$ cat src/rtl/dwarf_leb128_decoder.sv
// LEB128 operand decoder for the DWARF line-table accelerator: byte FIFO in, 32-bit values out.
// Define LEB128_SIGNED_EN to honour signed_mode (SLEB128); otherwise every value decodes as ULEB128.
module dwarf_leb128_decoder #(
    parameter int FIFO_DEPTH = 4
) (
    input  logic                          clk,
    input  logic                          rst,
    input  logic [7:0]                    byte_in,
    input  logic                          byte_valid,
    output logic                          byte_ready,
    input  logic                          signed_mode,
    input  logic                          flush,
    output logic [31:0]                   value_out,
    output logic [2:0]                    value_bytes,
    output logic                          value_valid,
    input  logic                          value_ready,
    output logic                          overflow,
    output logic [$clog2(FIFO_DEPTH):0]   fifo_level
);

    localparam int AW = $clog2(FIFO_DEPTH);
`ifdef LEB128_SIGNED_EN
    localparam bit SIGNED_EN = 1'b1;
`else
    localparam bit SIGNED_EN = 1'b0;
`endif

    typedef enum logic {ACCUM, HOLD} state_t;

    state_t      state;
    logic [7:0]  mem [FIFO_DEPTH];
    logic [AW:0] wr_ptr, rd_ptr;
    logic [31:0] acc;
    logic [5:0]  shift;
    logic [2:0]  count;
    logic        sign_q;
    logic        valid_q;
    logic        ovf_q;

    logic        full, empty, push, pop, last;
    logic [7:0]  head;
    logic [31:0] base_acc, next_acc;
    logic [5:0]  base_shift, next_shift;
    logic [2:0]  base_count, next_count;
    logic        sign_cur, ovf_hit;

    assign fifo_level  = wr_ptr - rd_ptr;
    assign full        = (fifo_level == (AW + 1)'(FIFO_DEPTH));
    assign empty       = (wr_ptr == rd_ptr);
    assign byte_ready  = !full;
    assign push        = byte_valid && !full && !flush;
    // Accepting a held value frees the datapath, so the next byte can pop in the same cycle.
    assign pop         = !flush && !empty && (state == ACCUM || value_ready);
    assign head        = mem[rd_ptr[AW-1:0]];
    assign last        = !head[7];
    assign value_out   = acc;
    assign value_bytes = count;
    assign value_valid = valid_q;
    assign overflow    = ovf_q;

    always_comb begin
        base_acc   = (state == HOLD) ? 32'd0 : acc;
        base_shift = (state == HOLD) ? 6'd0 : shift;
        base_count = (state == HOLD) ? 3'd0 : count;
        sign_cur   = SIGNED_EN && ((base_count == 3'd0) ? signed_mode : sign_q);
        next_acc   = base_acc;
        ovf_hit    = 1'b0;
        // Only four payload bits fit at shift 28; the rest must be zero or a copy of the sign.
        if (base_shift <= 6'd21) begin
            next_acc = base_acc | ({25'd0, head[6:0]} << base_shift);
        end else if (base_shift == 6'd28) begin
            next_acc = base_acc | {head[3:0], 28'd0};
            ovf_hit  = sign_cur ? (head[6:4] != {3{head[3]}}) : (head[6:4] != 3'd0);
        end else begin
            ovf_hit = 1'b1;
        end
        next_shift = (base_shift >= 6'd35) ? 6'd35 : base_shift + 6'd7;
        next_count = (base_count == 3'd7) ? 3'd7 : base_count + 3'd1;
        if (last && sign_cur && head[6] && next_shift < 6'd32) begin
            next_acc = next_acc | (32'hFFFF_FFFF << next_shift[4:0]);
        end
    end

    always_ff @(posedge clk) begin
        if (push) begin
            mem[wr_ptr[AW-1:0]] <= byte_in;
        end
    end

    always_ff @(posedge clk or posedge rst) begin
        if (rst) begin
            state   <= ACCUM;
            wr_ptr  <= '0;
            rd_ptr  <= '0;
            acc     <= '0;
            shift   <= '0;
            count   <= '0;
            sign_q  <= 1'b0;
            valid_q <= 1'b0;
            ovf_q   <= 1'b0;
        end else if (flush) begin
            state   <= ACCUM;
            wr_ptr  <= '0;
            rd_ptr  <= '0;
            acc     <= '0;
            shift   <= '0;
            count   <= '0;
            sign_q  <= 1'b0;
            valid_q <= 1'b0;
            ovf_q   <= 1'b0;
        end else begin
            if (push) begin
                wr_ptr <= wr_ptr + 1'b1;
            end
            if (pop) begin
                rd_ptr  <= rd_ptr + 1'b1;
                acc     <= next_acc;
                shift   <= next_shift;
                count   <= next_count;
                sign_q  <= sign_cur;
                state   <= last ? HOLD : ACCUM;
                valid_q <= last;
                if (ovf_hit) begin
                    ovf_q <= 1'b1;
                end
            end else if (state == HOLD && value_ready) begin
                state   <= ACCUM;
                acc     <= '0;
                shift   <= '0;
                count   <= '0;
                valid_q <= 1'b0;
            end
        end
    end

endmodule

$ cat config.mk
export PLATFORM = sky130hd
export DESIGN_NAME = dwarf_leb128_decoder
export DESIGN_NICKNAME = d
export VERILOG_FILES = /design/src/rtl/dwarf_leb128_decoder.sv
export SDC_FILE = /design/constraint.sdc
export NUM_CORES = 1
export LEC_CHECK = 0
export ABC_AREA = 1
export ABC_CLOCK_PERIOD_IN_PS = 3700
export CAP_MARGIN = 20
export CORE_AREA = 8 8 131 133
export DETAILED_ROUTE_END_ITERATION = 6
export DIE_AREA = 0 0 139 141
export PLACE_DENSITY = 0.54
export RECOVER_POWER = 25
export SETUP_SLACK_MARGIN = 0.02
export SLEW_MARGIN = 20
export SYNTH_ARGS = -nofsm -noshare
export SYNTH_HDL_FRONTEND = slang
export SYNTH_SLANG_ARGS = --single-unit
$ cat constraint.sdc
create_clock -name clk -period 3.7 [get_ports clk]
set_input_delay 0.925 -clock clk [delete_from_list [all_inputs] [get_ports clk]]
set_output_delay 0.925 -clock clk [all_outputs]
set_load 0.1 [all_outputs]
==> summary.txt, run 1 <==
Critical path
  • Worst R2R Start: rd_ptr[1]$_DFFE_PP0P_
  • Worst path bufs/invs: 2
  • Flop-to-flop setup slack: 1.05 ns
  • Worst path max stage delay: 0.45 ns
  • Critical Path Slowest Stage Cell: fa_1
  • CP Data Required Time: 2.77 ns
  • Reg2reg end: value_out[19]$_DFFE_PP0P_
  • Critical path type: flop to output port
  • CP arrival: 2.06 ns
  • Cell family with most CP delay: adder cells
  • Cell Chain, Critical Path: inv_1, ha_1, fa_1, xor2_4, nand3_2, buf_12
  • Crit. End Element: output port
  • Cells on worst reg2reg path: 10
  • Max FO, Critical Path: 5
  • Worst setup SP type: flop

STA
  • Setup tns final: 0 ns
  • Pins Over Slew Limit: 50
  • Worst rel slew slack: -0.320
  • RSZ-0062 raised after global routing: false
  • Final Cycle Share: 0.806
  • Min Clock Period, post-route: 2.98 ns
  • Setup violations, final: 0
  • Maximum clock frequency: 0.335 GHz
  • Fin Clk Skew: 0.00586 ns
  • Worst Tran Pin Value: 1.98 ns
  • Hold Vio Cnt, Final: 0

Detailed routing
  • Drt initial violations: 205
  • Final wirelength: 11800 um
  • Vias/cell: 4.85
  • Vias post-DR: 3834
  • Wirelength per Cell: 15.0 um
  • Drt drc: 0
  • DRT Pass-1 Iters: 5
  • Routed Antenna Nets: 0

Run status
  • Status: complete, but fails checks
  • Failing checks: capacitance limit, slew limit

Synthesis
  • Post-synthesis sequential area ratio: 0.490
  • Top cells by area, synth: dfrtp_1, edfxtp_1, nand2_1
  • Mapped Area: 4460 um^2
  • Mean post-synth cell area: 8.13 um^2
  • #FFs+latches synth: 81
  • Synth Warn #: 0
  • Area leader, netlist: dfrtp_1
  • EDFF count, synth: 32
  • Gate Count Post-Synth: 549
  • Fraction of registers with async set or reset after synthesis: 0.605
  • Syn Nets: 572
  • Primary FF master, synth: dfrtp_1
  • Yosys top cell area share: 0.275
  • Unique cell type count in the Yosys netlist: 38

Clocking
  • Clock Tree Buf Depth: 2
  • CTS tree: done
  • Post-cts resize count: 0
  • CTS clk-pin slew, worst paths: 0.06 ns
  • Hold-fix buffer count after cts: 0
  • TritonCTS sink count: 81
  • Clk_lat worst skew: 0.35 ns
  • H-Tree Depth: 3
  • Clock root cell: clkbuf_16
  • Post-CTS Setup Bufs: 0
  • CTS Buf Count: 9

Global routing
  • GRT Overall Usage: 0.125
  • Initial antenna violation count: 0
  • First-pass GRT wire length: 19400 um
  • Largest net degree at the start of global routing: 50
  • Global route overflow: 0
  • Vias in the first global route: 3674

Finish
  • Design area: 5410 um^2
  • Layout area overhead: 21.1%
  • Fin nets: 620
  • Fraction of layout instances using a drive strength above 1: 0.156
  • N_diodes: 0

Place
  • DP Area: 5080 um^2
  • I/O Buffers: 53
  • GPL Wtd Cong: 0.863
  • DP HPWL: 8390 um

Floorplan
  • Core box area: 15000 um^2
  • Die height: 141 um
  • Die Area: 19600 um^2
  • Top-Level Pins: 55
  • Core Rows: 45
  • Die X: 139 um
  • Initial core utilization: 0.298

Power and ir drop
  • Cell Pwr Density: 961 nW/um^2
  • Leakage: 0.00253 uW
  • Worst vdd ir: 413 uV
  • Final Power: 5190 uW

Min path
  • Startpoint of the worst hold path: value_out[14]$_DFFE_PP0P_
  • HP Class: flop to flop
  • Hold Crit Depth: 2
  • WHS Endpoint: value_out[14]$_DFFE_PP0P_

Flow run
  • Max-Cap Viols: 1
-- worst reg2reg max path, stage by stage (launching register included) --
cell and delay (ns):
dfrtp_1 0.67, inv_2 0.24, ha_1 0.33, nand2_1 0.04
o21ai_1 0.25, nor2_4 0.16, nor2_2 0.17, nand2_1 0.10
inv_2 0.42, nand2_1 0.12, nand2_1 0.10
-- stage by stage --
| stage | hold slack (ns) | setup slack (ns) | cells | utilization |
|---|---|---|---|---|
| 2_1_floorplan | 0.515 | 0.375 | 549 | - |
| 3_3_place_gp | 0.487 | 0.692 | 774 | 0.339 |
| 3_5_place_dp | 0.493 | 0.679 | 774 | 0.339 |
| 5_1_grt | 0.535 | 0.437 | 790 | 0.361 |
| 6_report | 0.510 | 0.716 | 790 | 0.361 |
| 4_1_cts | 0.511 | 0.689 | 790 | 0.361 |
-- cells by family after synthesis --
family / share of synthesized area
simple gates: 0.334
flops: 0.490
buf+inv: 0.0704
compound gates: 0.0743
fa+ha+maj: 0.0269
xor+xnor: 0.00393
-- cell type report --
cell class                 count  area, um^2
clock buffer                  10         229
clock inverter                 6        92.6
fill                        1537        9570
inverter                      39         159
multi-input combinational    406        1980
sequential                    81        2190
tap                          188         235
timing repair buffer          60         518
-- worst max path at each step --
| stage | end | slack, ns | depth (start not counted) | from |
|---|---|---|---|---|
| floorplan | byte_ready | 0.37 | 5 | wr_ptr[0]$_DFFE_PP0P_ |
| global placement | shift[2]$_DFFE_PP0P_ | 0.69 | 7 | flush |
| detailed placement | shift[2]$_DFFE_PP0P_ | 0.68 | 7 | flush |
| CTS | byte_ready | 0.69 | 6 | wr_ptr[0]$_DFFE_PP0P_ |
| global route | value_out[31]$_DFFE_PP0P_ | 0.44 | 2 | rst |
| finish | byte_ready | 0.72 | 6 | wr_ptr[0]$_DFFE_PP0P_ |
-- per-layer routing --
metal,part of all wire,track usage
met5,0,0
met4,0.016,0.0399
met3,0.066,0.0419
met2,0.47,0.200
met1,0.44,0.155
-- report_power, final --
part | internal, uW | leakage, uW | switching [uW] | total, uW
sequential | 1100 | 0.000960 | 144 | 1240
combinational | 745 | 0.00142 | 2250 | 2990
clock | 593 | 0.000149 | 367 | 960
-- flip-flops by register name (all words and copies together) (netlist names) --
signal / count
mem: 32
value_out: 32
shift: 6
rd_ptr: 3
value_bytes: 3
wr_ptr: 3
overflow: 1
state: 1
-- cell usage in the layout, fill, tap and decap left out, drive strengths merged, types with 8 or more instances in the layout --
cell type / Yosys / routed
inv: 38 / 38
edfxtp: 32 / 32
buf: 17 / 43
clkdlybuf4s50: 0 / 8
nand4: 8 / 8
dlygate4sd3: 0 / 9
nand2: 228 / 228
o21ai: 37 / 37
a21oi: 9 / 9
ha: 8 / 8
clkbuf: 6 / 10
dfrtp: 49 / 49
nor2: 31 / 31
nand3: 66 / 66
-- Yosys cell counts, types with 2 or more instances --
master    count
a21oi_1       9
a31oi_1       2
buf_1         2
buf_2         4
buf_4         5
buf_6         6
clkbuf_1      6
dfrtp_1      49
edfxtp_1     32
ha_1          8
inv_1        27
inv_2         7
inv_4         3
nand2_1     221
nand2_2       3
nand2_4       2
nand2_8       2
nand3_1      63
nand3_2       3
nand4_1       8
nor2_1       23
nor2_2        4
nor2_4        4
nor3_1        2
o21ai_0      20
o21ai_1      16
o22ai_1       6
o32ai_2       2
Power figures use the tool's default switching activity.
==> run 2, diff against run 1 <==
--- a/config.mk
+++ b/config.mk
@@ -6,12 +6,12 @@
 export NUM_CORES = 1
 export LEC_CHECK = 0
 export ABC_AREA = 1
-export ABC_CLOCK_PERIOD_IN_PS = 3700
+export ABC_CLOCK_PERIOD_IN_PS = 2700
 export CAP_MARGIN = 20
 export CORE_AREA = 8 8 131 133
 export DETAILED_ROUTE_END_ITERATION = 6
 export DIE_AREA = 0 0 139 141
-export PLACE_DENSITY = 0.54
+export PLACE_DENSITY = 0.56
 export RECOVER_POWER = 25
 export SETUP_SLACK_MARGIN = 0.02
 export SLEW_MARGIN = 20
==> constraint.sdc (replaced) <==
create_clock -name clk -period 2.7 [get_ports clk]
set_input_delay 0.675 -clock clk [delete_from_list [all_inputs] [get_ports clk]]
set_output_delay 0.675 -clock clk [all_outputs]
set_load 0.1 [all_outputs]
==> run 2 against run 1 <==
The run now ends clean. Flip-flop and latch count unchanged. Count of clock-buffer cells in the layout down 1. Clock skew up 0.0022 ns. Global-route usage up 0.14 points. Die area unchanged. First-iteration DRC count up 7.8%. Setup slack worse by 0.58 ns. Total power up 39%. Routed wire length down 0.51%. Critical path depth unchanged.
==> summary.txt, run 2 (synthesized netlist as in run 1, its figures left out) <==
Clocking
  • Clock root cell: clkbuf_16 (unchanged)
  • H-Tree Depth: 3 (unchanged)
  • TritonCTS sink count: 81 (unchanged)
  • Hold-fix buffer count after cts: 0 (unchanged)
  • Clock Tree Buf Depth: 2 (unchanged)
  • CTS tree: done (unchanged)
  • Clk_lat worst skew: 0.35 ns (about the same)
  • CTS clk-pin slew, worst paths: 0.06 ns (about the same)
  • Post-cts resize count: 0 (unchanged)
  • Post-CTS Setup Bufs: 0 (unchanged)
  • CTS Buf Count: 9 (unchanged)

Finish
  • Layout area overhead: 23.2% (was 21.1%)
  • Commonest non-fill, non-tap cells in the layout: nand2_1, nand3_1, dfrtp_1 (unchanged)
  • Commonest non-fill, non-tap cell in the layout: nand2_1 (unchanged)
  • Final design utilization: 0.367 (was 0.361)
  • N_diodes: 0 (unchanged)
  • Fin nets: 621 (was 620)
  • Fraction of layout instances using a drive strength above 1: 0.184 (was 0.156)

Global routing
  • First-pass GRT wire length: 20000 um (was 19400 um)
  • Largest net degree at the start of global routing: 39 (was 50)
  • Vias in the first global route: 3861 (was 3674)
  • GRT Overall Usage: 0.126 (was 0.125)
  • Global route overflow: 0 (unchanged)
  • Initial antenna violation count: 0 (unchanged)

Power and ir drop
  • Worst vdd ir: 642 uV (was 413 uV)
  • Cell Pwr Density: 1320 nW/um^2 (was 961 nW/um^2)
  • Leakage: 0.00256 uW (was 0.00253 uW)

Detailed routing
  • Vias post-DR: 3857 (was 3834)
  • Met1 wire length: 5570 um (was 5260 um)
  • Routed wl met2: 5560 um (was 5600 um)
  • Top sig layer: met4 (unchanged)
  • Routed Antenna Nets: 0 (unchanged)
  • Vias/cell: 4.88 (was 4.85)
  • Wirelength per Cell: 14.9 um (was 15.0 um)
  • DRT Pass-1 Iters: 6 (was 5)
  • Final wirelength: 11800 um (about the same)
  • Drt drc: 0 (unchanged)
  • Drt initial violations: 221 (was 205)
  • DR WL met3: 496 um (was 779 um)

Floorplan
  • Die height: 141 um (unchanged)
  • Die Area: 19600 um^2 (unchanged)
  • Core Rows: 45 (unchanged)
  • Core box area: 15000 um^2 (unchanged)
  • Top-Level Pins: 55 (unchanged)
  • Die X: 139 um (unchanged)
  • Initial core utilization: 0.298 (unchanged)

STA
  • Worst rel slew slack: 0.348 (was -0.320)
  • RSZ-0062 raised after global routing: false (unchanged)
  • Setup violations, final: 0 (unchanged)
  • Hold Vio Cnt, Final: 0 (unchanged)
  • Fin Clk Skew: 0.00802 ns (was 0.00586 ns)
  • Worst Tran Pin Value: 0.977 ns (was 1.98 ns)
  • Pins Over Slew Limit: 0 (was 50)
  • Final Cycle Share: 0.950
  • Min Clock Period, post-route: 2.56 ns
  • Hold WS: 0.509 ns (was 0.510 ns)
  • Maximum clock frequency: 0.390 GHz

Critical path
  • CP arrival: 1.89 ns (was 2.06 ns)
  • Flop-to-flop setup slack: 0.39 ns (was 1.05 ns)
  • Cells on worst reg2reg path: 11 (was 10)
  • Crit. End Element: output port (unchanged)
  • Worst setup SP type: flop (unchanged)
  • Critical path type: flop to output port (unchanged)
  • CP Data Required Time: 2.03 ns (was 2.77 ns)
  • Max FO, Critical Path: 5 (unchanged)

Run status
  • Status: finished, final reports clean (was complete, but fails checks)

Flow run
  • Max-Cap Viols: 0 (was 1)

Place
  • DP HPWL: 8600 um (was 8390 um)
  • GPL Wtd Cong: 0.882 (was 0.863)
  • I/O Buffers: 53 (unchanged)

Min path
  • HP Class: flop to flop (unchanged)
  • Hold Crit Depth: 2 (unchanged)
[run 2: through the flow]
| step | TNS, ns | cells | power (uW) | instance area, um^2 | worst slack (ns) |
|---|---|---|---|---|---|
| floorplan | -1.46 | 549 | 5020 | 4550 | -0.0476 |
| global placement | 0 | 775 | 5980 | 5190 | 0.402 |
| detailed placement | 0 | 775 | 6030 | 5190 | 0.381 |
| CTS | 0 | 791 | 7290 | 5500 | 0.0887 |
| global route | 0 | 791 | 7730 | 5500 | 0.0508 |
| finish | 0 | 791 | 7230 | 5500 | 0.135 |
[run 2: path summary, 6_finish.rpt]
path / end / start
hold reg to reg: value_out[12]$_DFFE_PP0P_ / value_out[12]$_DFFE_PP0P_
max in group asynchronous: value_out[30]$_DFFE_PP0P_ / rst
hold / removal: value_out[12]$_DFFE_PP0P_ / value_out[12]$_DFFE_PP0P_
setup / recovery: byte_ready / wr_ptr[0]$_DFFE_PP0P_
setup reg to reg: value_out[29]$_DFFE_PP0P_ / rd_ptr[1]$_DFFE_PP0P_
min in group asynchronous: value_out[24]$_DFFE_PP0P_ / rst
[run 2: area by class of cell]
| type | count | area, um^2 |
|---|---|---|
| Clock buffer | 9 | 225 |
| Timing Repair Buffer | 61 | 563 |
| Multi-Input combinational cell | 406 | 2050 |
| Fill cell | 1511 | 9480 |
| Clock inverter | 7 | 77.6 |
| Tap cell | 188 | 235 |
| Sequential cell | 81 | 2190 |
| Inverter | 39 | 159 |
[run 2: power by group]
group          leakage [uW]  total [uW]  internal [uW]  switching [uW]
Sequential         0.000960        1710           1500             207
Clock              0.000148        1240            725             517
Combinational       0.00145        4280           1150            3140
[run 2: critical path, stage by stage (launching register included)]
cell     delay [ns]
dfrtp_1        0.39
inv_2          0.09
ha_4           0.16
fa_2           0.39
xor2_4         0.21
nand3_4        0.11
buf_12         0.18
[run 2: routing by layer]
metal  GRT usage  up-vias
li1            -     1902
met1       0.160     1866
met2       0.208       76
met3      0.0331       13
met4      0.0347        0
met5           0        -
